**config.mk**
```make
export PLATFORM = sky130hd
export DESIGN_NAME = jk_bank_ctrl_flat
export DESIGN_NICKNAME = d
export VERILOG_FILES = /design/src/rtl/jk_bank_ctrl_if.sv /design/src/rtl/jk_bank_ctrl.sv /design/src/flat_wrapper.sv
export SDC_FILE = /design/constraint.sdc
export NUM_CORES = 1
export LEC_CHECK = 0
export ABC_AREA = 1
export CORE_ASPECT_RATIO = 0.7
export CORE_UTILIZATION = 45
export DETAILED_ROUTE_END_ITERATION = 10
export PLACE_DENSITY = 0.81
export SYNTH_ARGS = -nofsm -noshare
export SYNTH_HDL_FRONTEND = slang
export SYNTH_SLANG_ARGS = --single-unit
```
**constraint.sdc**
```tcl
create_clock -name clk -period 1.61 [get_ports clk]
set_clock_uncertainty 0.2 [all_clocks]
set_input_delay 0.4025 -clock clk [delete_from_list [all_inputs] [get_ports clk]]
set_output_delay 0.4025 -clock clk [all_outputs]
set_load 0.01 [all_outputs]
```
**src/rtl/jk_bank_ctrl_if.sv**
```systemverilog
// Command port of jk_bank_ctrl: valid/ready handshake carrying opcode and argument.
// A transfer happens on a rising clk edge where cmd_valid and cmd_ready are both 1;
// the master holds cmd_op/cmd_arg stable while cmd_valid is high and not yet accepted.
interface jk_bank_ctrl_if #(
   parameter int W  = 4,
   parameter int CW = 8
);
   localparam int AW = (W > CW) ? W : CW;

   logic          cmd_valid;
   logic          cmd_ready;
   logic [2:0]    cmd_op;
   logic [AW-1:0] cmd_arg;

   modport master (output cmd_valid, output cmd_op, output cmd_arg, input cmd_ready);
   modport slave  (input cmd_valid, input cmd_op, input cmd_arg, output cmd_ready);
endinterface

```
**src/rtl/jk_bank_ctrl.sv**
```systemverilog
// Command sequencer for an external bank of W JK flip-flops: load, clear, toggle, count.
// Optional macro JK_SAT_EN makes counts stop at all-ones/all-zeros instead of wrapping.
module jk_bank_ctrl #(
   parameter int W  = 4,
   parameter int CW = 8
) (
   input  logic          clk,
   input  logic          rst_n,
   jk_bank_ctrl_if.slave cmd,
   input  logic [W-1:0]  q,
   output logic [W-1:0]  j,
   output logic [W-1:0]  k,
   output logic          busy,
   output logic          done,
   output logic          err,
   output logic          sat,
   output logic [1:0]    dbg_state
);

   typedef enum logic [1:0] {
      S_IDLE  = 2'd0,
      S_APPLY = 2'd1,
      S_COUNT = 2'd2,
      S_FIN   = 2'd3
   } state_t;

   localparam logic [2:0] OP_NOP    = 3'd0;
   localparam logic [2:0] OP_LOAD   = 3'd1;
   localparam logic [2:0] OP_TOGGLE = 3'd2;
   localparam logic [2:0] OP_CNT_UP = 3'd3;
   localparam logic [2:0] OP_CNT_DN = 3'd4;
   localparam logic [2:0] OP_CLEAR  = 3'd5;

   state_t        state;
   logic [2:0]    op_r;
   logic [W-1:0]  arg_r;
   logic [CW-1:0] rem_r;
   logic          live_r;
   logic          sat_r;

   logic [W-1:0]  carry_up;
   logic [W-1:0]  carry_dn;
   logic          sat_hit;

   // Toggle enables of a synchronous binary counter built from JK cells.
   always_comb begin
      carry_up    = '0;
      carry_dn    = '0;
      carry_up[0] = 1'b1;
      carry_dn[0] = 1'b1;
      for (int i = 1; i < W; i++) begin
         carry_up[i] = carry_up[i-1] & q[i-1];
         carry_dn[i] = carry_dn[i-1] & ~q[i-1];
      end
   end

`ifdef JK_SAT_EN
   always_comb begin
      sat_hit = 1'b0;
      if (state == S_COUNT)
         sat_hit = (op_r == OP_CNT_UP) ? (&q) : (~|q);
   end
`else
   assign sat_hit = 1'b0;
`endif

   always_comb begin
      j = '0;
      k = '0;
      case (state)
         S_APPLY: begin
            case (op_r)
               OP_LOAD:   begin j = arg_r; k = ~arg_r; end
               OP_TOGGLE: begin j = arg_r; k = arg_r;  end
               OP_CLEAR:  begin j = '0;    k = '1;     end
               default:   begin j = '0;    k = '0;     end
            endcase
         end
         S_COUNT: begin
            if (!sat_hit) begin
               j = (op_r == OP_CNT_UP) ? carry_up : carry_dn;
               k = j;
            end
         end
         default: begin
            j = '0;
            k = '0;
         end
      endcase
   end

   assign cmd.cmd_ready = live_r && (state == S_IDLE);
   assign busy          = (state != S_IDLE);
   assign dbg_state     = state;
   assign sat           = sat_r;

   always_ff @(posedge clk or negedge rst_n) begin
      if (!rst_n) begin
         state  <= S_IDLE;
         op_r   <= OP_NOP;
         arg_r  <= '0;
         rem_r  <= '0;
         live_r <= 1'b0;
         done   <= 1'b0;
         err    <= 1'b0;
         sat_r  <= 1'b0;
      end else begin
         live_r <= 1'b1;
         done   <= 1'b0;
         err    <= 1'b0;
         sat_r  <= 1'b0;
         case (state)
            S_IDLE: begin
               if (cmd.cmd_valid && live_r) begin
                  op_r  <= cmd.cmd_op;
                  arg_r <= cmd.cmd_arg[W-1:0];
                  rem_r <= '0;
                  case (cmd.cmd_op)
                     OP_LOAD, OP_TOGGLE, OP_CLEAR: state <= S_APPLY;
                     OP_CNT_UP, OP_CNT_DN: begin
                        if (cmd.cmd_arg[CW-1:0] != '0) begin
                           state <= S_COUNT;
                           rem_r <= cmd.cmd_arg[CW-1:0];
                        end else begin
                           state <= S_FIN;
                           done  <= 1'b1;
                        end
                     end
                     OP_NOP: begin
                        state <= S_FIN;
                        done  <= 1'b1;
                     end
                     default: begin
                        state <= S_FIN;
                        done  <= 1'b1;
                        err   <= 1'b1;
                     end
                  endcase
               end
            end
            S_APPLY: begin
               state <= S_FIN;
               done  <= 1'b1;
            end
            S_COUNT: begin
               if (sat_hit) begin
                  state <= S_FIN;
                  done  <= 1'b1;
                  sat_r <= 1'b1;
                  rem_r <= '0;
               end else begin
                  rem_r <= rem_r - CW'(1);
                  if (rem_r == CW'(1)) begin
                     state <= S_FIN;
                     done  <= 1'b1;
                  end
               end
            end
            default: state <= S_IDLE;
         endcase
      end
   end

endmodule
```
**src/flat_wrapper.sv**
```systemverilog
// flat-port wrapper written by rule: the top's interface ports become plain ports
module jk_bank_ctrl_flat 
#(
   parameter int W  = 4,
   parameter int CW = 8
)
  (clk, rst_n, q, j, k, busy, done, err, sat, dbg_state, cmd_cmd_valid, cmd_cmd_op, cmd_cmd_arg, cmd_cmd_ready);
  jk_bank_ctrl_if #(.W(W), .CW(CW)) cmd_i ();
  input  logic clk;
  input  logic rst_n;
  input  logic [W-1:0] q;
  output logic [W-1:0] j;
  output logic [W-1:0] k;
  output logic busy;
  output logic done;
  output logic err;
  output logic sat;
  output logic [1:0] dbg_state;
  input wire logic [$bits(cmd_i.cmd_valid)-1:0] cmd_cmd_valid;
  input wire logic [$bits(cmd_i.cmd_op)-1:0] cmd_cmd_op;
  input wire logic [$bits(cmd_i.cmd_arg)-1:0] cmd_cmd_arg;
  output wire logic [$bits(cmd_i.cmd_ready)-1:0] cmd_cmd_ready;
  assign cmd_i.cmd_valid = cmd_cmd_valid;
  assign cmd_i.cmd_op = cmd_cmd_op;
  assign cmd_i.cmd_arg = cmd_cmd_arg;
  assign cmd_cmd_ready = cmd_i.cmd_ready;
  jk_bank_ctrl #(.W(W), .CW(CW)) u_core (.clk(clk), .rst_n(rst_n), .cmd(cmd_i), .q(q), .j(j), .k(k), .busy(busy), .done(done), .err(err), .sat(sat), .dbg_state(dbg_state));
endmodule
```
==> results of run 1 <==
==> kinds of logic after synthesis <==
kind of cell / count (synthesis) / synth area share
AO/OA/AOI/OAI: 38 / 0.145
adder cells (fa/ha/maj): 6 / 0.0523
buffers and inverters: 33 / 0.0958
flip-flops: 20 / 0.348
other: 2 / 0.00523
AND/OR/NAND/NOR: 123 / 0.354
==> worst paths after layout <==
path | endpoint | slack [ns] | depth (start not counted)
setup / recovery | k[3] | -0.73 | 7
hold / removal | u_core.arg_r[0] | 0.32 | 2
setup reg to reg | u_core.rem_r[2] | -0.35 | 8
hold reg to reg | u_core.rem_r[6] | 0.37 | 2
max in group asynchronous | u_core.dbg_state[1] | 0.65 | 2
min in group clk | u_core.err | 0.37 | 4
==> area by class of cell <==
type                            instances  area [µm²]  area share
Clock buffer                            4        45.0      0.0164
Inverter                               28         125      0.0455
Multi-Input combinational cell        171        1240       0.450
Sequential cell                        20         505       0.184
Tap cell                               36        45.0      0.0164
Timing Repair Buffer                   85         793       0.288
==> power by group <==
| group | leakage, nW | switching, mW | internal, mW | total (mW) |
|---|---|---|---|---|
| Sequential | 0.247 | 0.331 | 0.722 | 1.05 |
| Clock | 0.0228 | 0.197 | 0.178 | 0.374 |
| Combinational | 1.04 | 2.42 | 1.98 | 4.39 |
==> cell usage in the layout, fill, tap and decap left out, types with 2 or more instances in the layout <==
cell                              count
sky130_fd_sc_hd__a21oi_4              4
sky130_fd_sc_hd__buf_2                8
sky130_fd_sc_hd__o21ai_0              4
sky130_fd_sc_hd__inv_4                4
sky130_fd_sc_hd__nand2_2             13
sky130_fd_sc_hd__ha_4                 4
sky130_fd_sc_hd__buf_8                4
sky130_fd_sc_hd__nand3_2              4
sky130_fd_sc_hd__dfrtp_1             16
sky130_fd_sc_hd__inv_1               14
sky130_fd_sc_hd__o21ai_2              6
sky130_fd_sc_hd__clkdlybuf4s50_1     10
sky130_fd_sc_hd__inv_2                8
sky130_fd_sc_hd__nand3_1             12
sky130_fd_sc_hd__clkbuf_8             3
sky130_fd_sc_hd__nor2_2               5
sky130_fd_sc_hd__buf_4               33
sky130_fd_sc_hd__ha_1                 2
sky130_fd_sc_hd__nand3_4              7
sky130_fd_sc_hd__dfrtp_2              4
sky130_fd_sc_hd__o21ai_1              5
sky130_fd_sc_hd__clkinv_4             2
sky130_fd_sc_hd__o21ai_4              4
sky130_fd_sc_hd__nor2_1              16
sky130_fd_sc_hd__dlygate4sd2_1        5
sky130_fd_sc_hd__a21oi_2             10
sky130_fd_sc_hd__nand2_1             53
sky130_fd_sc_hd__dlymetal6s2s_1       3
sky130_fd_sc_hd__nand4_1              2
sky130_fd_sc_hd__nor2_4               4
sky130_fd_sc_hd__nand2_4              8
sky130_fd_sc_hd__conb_1               2
sky130_fd_sc_hd__buf_6               21
sky130_fd_sc_hd__a21oi_1              3
==> per-stage QoR <==
step	worst slack (ns)	setup TNS, ns
final	-0.734	-8.04
after global routing	-0.788	-9.18
after CTS	-0.519	-4.81
after detailed placement	-1.00	-11.26
after global placement	-0.951	-10.74
after floorplan	-0.120	-0.792
==> state kept, by name, indices dropped and copies added (netlist names) <==
| name | count |
|---|---|
| u_core.rem_r | 8 |
| u_core.op_r | 3 |
| u_core.live_r | 1 |
| u_core.done | 1 |
| u_core.dbg_state | 2 |
| u_core.err | 1 |
| u_core.arg_r | 4 |
==> per-layer routing <==
metal / routed length (µm) / GRT usage
met1: 2640 / 0.383
met2: 3330 / 0.524
met3: 945 / 0.0702
met4: 468 / 0.105
met5: 0 / 0
==> repair_timing <==
item | in CTS | in global routing
pin swaps | 18 | 31
endpoints found under the setup margin | 32 | 29
gates cloned | 2 | 1
resized for setup | 109 | 70
hold buffers | 0 | 0
buffers inserted | 9 | 12
==> impl_metrics.json, run 1 <==
{
  "wl_per_cell_um": 21.4,
  "dp_hpwl_um": 3020,
  "synth.ff_latch_count": 20,
  "final_layout_size_suffix_gt1_frac": 0.516,
  "totalWireLength_um": 7380,
  "synthDominantAreaCellType": "sky130_fd_sc_hd__dfrtp_1",
  "report.final.setup_viol": 28,
  "synth_enable_flop_cells": 0,
  "fp.dieH_um": 49.3,
  "stdcell_count": 344,
  "endpoint_kind": "primary output",
  "grt_max_degree": 21,
  "worst_setup_path_startpoint": "u_core.dbg_state[1]",
  "cp_cell_instances": "inv_4 -> ha_4 -> nand2_1 -> nor2_1 -> nor2_2 -> a21oi_4 -> buf_6",
  "detailedRoute.firstPassIterationCount": 8,
  "fmaxAchievable_ghz": 0.427,
  "gpl.final_weighted_congestion": 0.821,
  "fin_area_um2": 2750,
  "r2r-start": "u_core.dbg_state[1]",
  "grt_antenna_before_repair": 0,
  "route.detailed.drc": 0,
  "utilization": 0.948,
  "core_area_um2": 2900,
  "nFillCells": 89,
  "fin_ws_ns": -0.734,
  "fin_worst_hold_slack_ns": 0.318,
  "power_mw": 5.82,
  "hold_path_class": "input pin to asynchronous set/reset pin",
  "synthCells": 222,
  "cts_root_buf": "sky130_fd_sc_hd__clkbuf_8",
  "crit_path_max_incr_delay_ns": 0.45,
  "clk-insertion-delay-late_ns": 0.28,
  "static-leakage-power_nw": 1.31,
  "antenna_cells_inserted": 0,
  "slew_violations": 0,
  "detail_route_antenna_nets": 0,
  "vdd_drop_max_v": 0.00153,
  "status": "finished with violations",
  "placed_cell_area_um2": 2110,
  "post_synth_top_cells": "sky130_fd_sc_hd__nand2_1 (70), sky130_fd_sc_hd__nor2_1 (25), sky130_fd_sc_hd__inv_1 (24)",
  "synth_top_area_frac": 0.348,
  "failed_checks": "negative setup slack",
  "worst-endpoint-arrival_ns": 1.74,
  "grtUsageTotal": 0.307,
  "timing.max_cap.violations": 0,
  "synth_nets": 246,
  "top_area_cells_in_the_synthesized_netlist": "sky130_fd_sc_hd__dfrtp_1 (35%), sky130_fd_sc_hd__nand2_1 (18%), sky130_fd_sc_hd__nand3_1 (7.7%)",
  "wire_length_of_the_first_global_routing_pass_um": 8250,
  "pin_count": 33,
  "drt_iter0_markers": 274,
  "tritoncts": "done",
  "synthMostInstantiatedCell": "sky130_fd_sc_hd__nand2_1",
  "numPlacedInstances": 316,
  "detail_route.vias_per_cell": 6.32,
  "postSynthAreaPerCell_um2": 6.47,
  "synthFlopType": "sky130_fd_sc_hd__dfrtp_1",
  "netlist_area_um2": 1440,
  "port_buffer_cells": 30,
  "overall_die_area_um2": 3430,
  "ys_async_sr_fraction": 1.00,
  "clkSinkCount": 20,
  "area_growth_pct": 91.6,
  "cts_max_path_buffers": 2,
  "crit_fanout": 5,
  "yosysWarningCount": 0,
  "period_share": 1.46,
  "grt-ovfl-total": 0,
  "placement_rows": 16,
  "vias": 2175,
  "criticalPathCategory": "flop to primary output",
  "cts_inserted_buffers": 3,
  "floorplan.initialDensity": 0.495,
  "rsz0062_at_grt": "true",
  "clkSlewWorstSetupHoldPaths_ns": 0.08,
  "post-route-min-period_ns": 2.34,
  "cp_top_family": "flip-flops",
  "htreeDepth": 1,
  "via_count_of_the_first_global_routing_pass": 1827,
  "synthDistinctLibCells": 22,
  "register_area_share_after_synthesis": 0.348,
  "finalHoldViolCount": 0,
  "start_kind": "flop",
  "die_w_um": 69.5,
  "num-nets-final": 333,
  "slowest_stage": "sky130_fd_sc_hd__dfrtp_2",
  "critPathBufInv": 2,
  "p_per_area_nw_per_um2": 2120,
  "crit_required_ns": 1.01
}
Power figures use the tool's default switching activity.
==> run 2, diff against run 1 <==
--- a/config.mk
+++ b/config.mk
@@ -7,9 +7,10 @@
 export LEC_CHECK = 0
 export ABC_AREA = 1
 export CORE_ASPECT_RATIO = 0.7
-export CORE_UTILIZATION = 45
+export CORE_UTILIZATION = 35
 export DETAILED_ROUTE_END_ITERATION = 10
-export PLACE_DENSITY = 0.81
+export HOLD_SLACK_MARGIN = 0.12
+export PLACE_DENSITY = 0.67
 export SYNTH_ARGS = -nofsm -noshare
 export SYNTH_HDL_FRONTEND = slang
 export SYNTH_SLANG_ARGS = --single-unit
==> impl_metrics.json, run 2 (synthesis gave the netlist of run 1 again) <==
{
  "reg.largest.list": "u_core.rem_r (8), u_core.arg_r (4), u_core.op_r (3)",
  "totalWireLength_um": 5170,
  "finalHoldViolCount": 0,
  "failed_checks": "negative setup slack",
  "regToRegEndpoint": "u_core.rem_r[5]",
  "largest_reg_flops": 8,
  "registers.top_by_ff_count": "u_core.rem_r",
  "timing.max_cap.violations": 0,
  "crit_required_ns": 1.01,
  "worst-endpoint-arrival_ns": 1.53,
  "pin_count": 33,
  "drt_iter0_markers": 158,
  "slowest_stage": "sky130_fd_sc_hd__dfrtp_1",
  "fmaxAchievable_ghz": 0.468,
  "area_growth_pct": 85.1,
  "stdcell_count": 354,
  "cts_inserted_buffers": 3,
  "cts_root_buf": "sky130_fd_sc_hd__clkbuf_8",
  "start_kind": "flop",
  "htreeDepth": 1,
  "cp_cell_instances": "buf_4 -> nand3_4 -> nand2_4 -> o21ai_2 -> nand2_2 -> buf_6 -> a21oi_2 -> buf_2",
  "endpoint_kind": "primary output",
  "dp_hpwl_um": 3100,
  "crit_fanout": 5,
  "power_mw": 5.22,
  "clkSlewWorstSetupHoldPaths_ns": 0.08,
  "mostFrequentLayoutCell": "sky130_fd_sc_hd__nand2_1",
  "detailedRoute.firstPassIterationCount": 4,
  "grt_max_degree": 21,
  "grt_antenna_before_repair": 0,
  "via_count_of_the_first_global_routing_pass": 1572,
  "criticalPathCategory": "flop to primary output",
  "fp.dieH_um": 55.6,
  "gpl.final_weighted_congestion": 0.815,
  "report.final.setup_viol": 17,
  "detail_route.vias_per_cell": 5.03,
  "wl_per_cell_um": 14.6,
  "p_per_area_nw_per_um2": 1960,
  "final_layout_size_suffix_gt1_frac": 0.457,
  "ctsHoldBuffers": 0,
  "fin_ws_ns": -0.525,
  "numPlacedInstances": 332,
  "status": "finished with violations",
  "fin_worst_hold_slack_ns": 0.269,
  "post-route-min-period_ns": 2.13,
  "vias": 1781,
  "slew_violations": 0,
  "wire_length_of_the_first_global_routing_pass_um": 7330,
  "r2r-start": "u_core.dbg_state[1]",
  "grt-ovfl-total": 0,
  "num-nets-final": 327,
  "port_buffer_cells": 30,
  "hold_path_class": "input pin to asynchronous set/reset pin",
  "period_share": 1.33,
  "nFillCells": 330,
  "r2r_setup_slack_ns": -0.13,
  "vdd_drop_max_v": 0.00100,
  "route.detailed.drc": 0,
  "tritoncts": "done",
  "floorplan.initialDensity": 0.366,
  "crit_path_max_incr_delay_ns": 0.41,
  "core_area_um2": 3920,
  "layout_common_cells": "sky130_fd_sc_hd__nand2_1 (60), sky130_fd_sc_hd__buf_4 (32), sky130_fd_sc_hd__nor2_1 (19), sky130_fd_sc_hd__buf_6 (19), sky130_fd_sc_hd__dfrtp_1 (17)",
  "r2r.worst_path.cells": 7,
  "grtUsageTotal": 0.218,
  "static-leakage-power_nw": 1.25,
  "cts_max_path_buffers": 2,
  "die_w_um": 78.6,
  "overall_die_area_um2": 4370,
  "clkSinkCount": 20,
  "rsz0062_at_grt": "true",
  "antenna_cells_inserted": 0,
  "detail_route_antenna_nets": 0,
  "placement_rows": 19,
  "clk-insertion-delay-late_ns": 0.27
}
## run 2: cell types whose count changed in the layout (fill, tap and decap cells not counted), sizes merged
cell	delta
buf	-7
bufinv	+1
clkdlybuf4s50	+1
clkinv	-1
dlygate4sd2	-1
inv	+1
## run 2: repair_timing
item | in CTS | in global routing
gates resized for setup | 89 | 55
pin swaps | 14 | 22
endpoints found under the setup margin | 32 | 30
cloned | 0 | 3
setup buffers | 12 | 3
## run 2: layout make-up
cell class / instances / area [µm²] / share of cell area
Tap cell: 52 / 65.1 / 0.0245
Clock inverter: 1 / 30.0 / 0.0113
Sequential cell: 20 / 504 / 0.190
Timing Repair Buffer: 79 / 722 / 0.272
Clock buffer: 3 / 41.3 / 0.0155
Multi-Input combinational cell: 171 / 1180 / 0.442
Inverter: 28 / 120 / 0.0452
## run 2: where the power goes
group          switching (mW)  total, mW  internal (mW)
logic                    2.01       3.73           1.72
clock network           0.181      0.513          0.332
registers               0.256      0.976          0.720
total                    2.44       5.22           2.77
## run 2: layer usage
metal  track usage  part of all wire  vias to the layer above
li1              -                 -                      875
met1         0.310              0.43                      834
met2         0.345              0.49                       63
met3        0.0377             0.057                        9
met4        0.0529             0.014                        0
met5             0                 0                        -
## run 2: through the flow
stage          area, µm²  setup slack, ns  TNS [ns]   util
2_1_floorplan       1560           -0.120    -0.792      -
3_3_place_gp        2130           -0.953    -11.21  0.543
3_5_place_dp        2130           -0.981    -11.62  0.543
4_1_cts             2380           -0.501     -6.01  0.608
5_1_grt             2660           -0.598     -5.94  0.678
6_report            2660           -0.525     -4.92  0.678
## run 2: worst max path at each step
stage / from / end / slack (ns)
after floorplan: u_core.dbg_state[0] / j[1] / -0.12
after global placement: q[0] / k[2] / -0.95
after detailed placement: q[0] / k[2] / -0.98
after CTS: u_core.dbg_state[1] / k[0] / -0.50
after global routing: u_core.op_r[2] / k[2] / -0.60
final: u_core.op_r[1] / k[2] / -0.52
## run 2: worst max-delay path, delay by kind of cell (launching register included)
kind,cells,cell delay [ns]
DFF,1,0.41
AOI/OAI and AO/OA,2,0.17
buffers and inverters,3,0.40
and+or+nand+nor,3,0.29
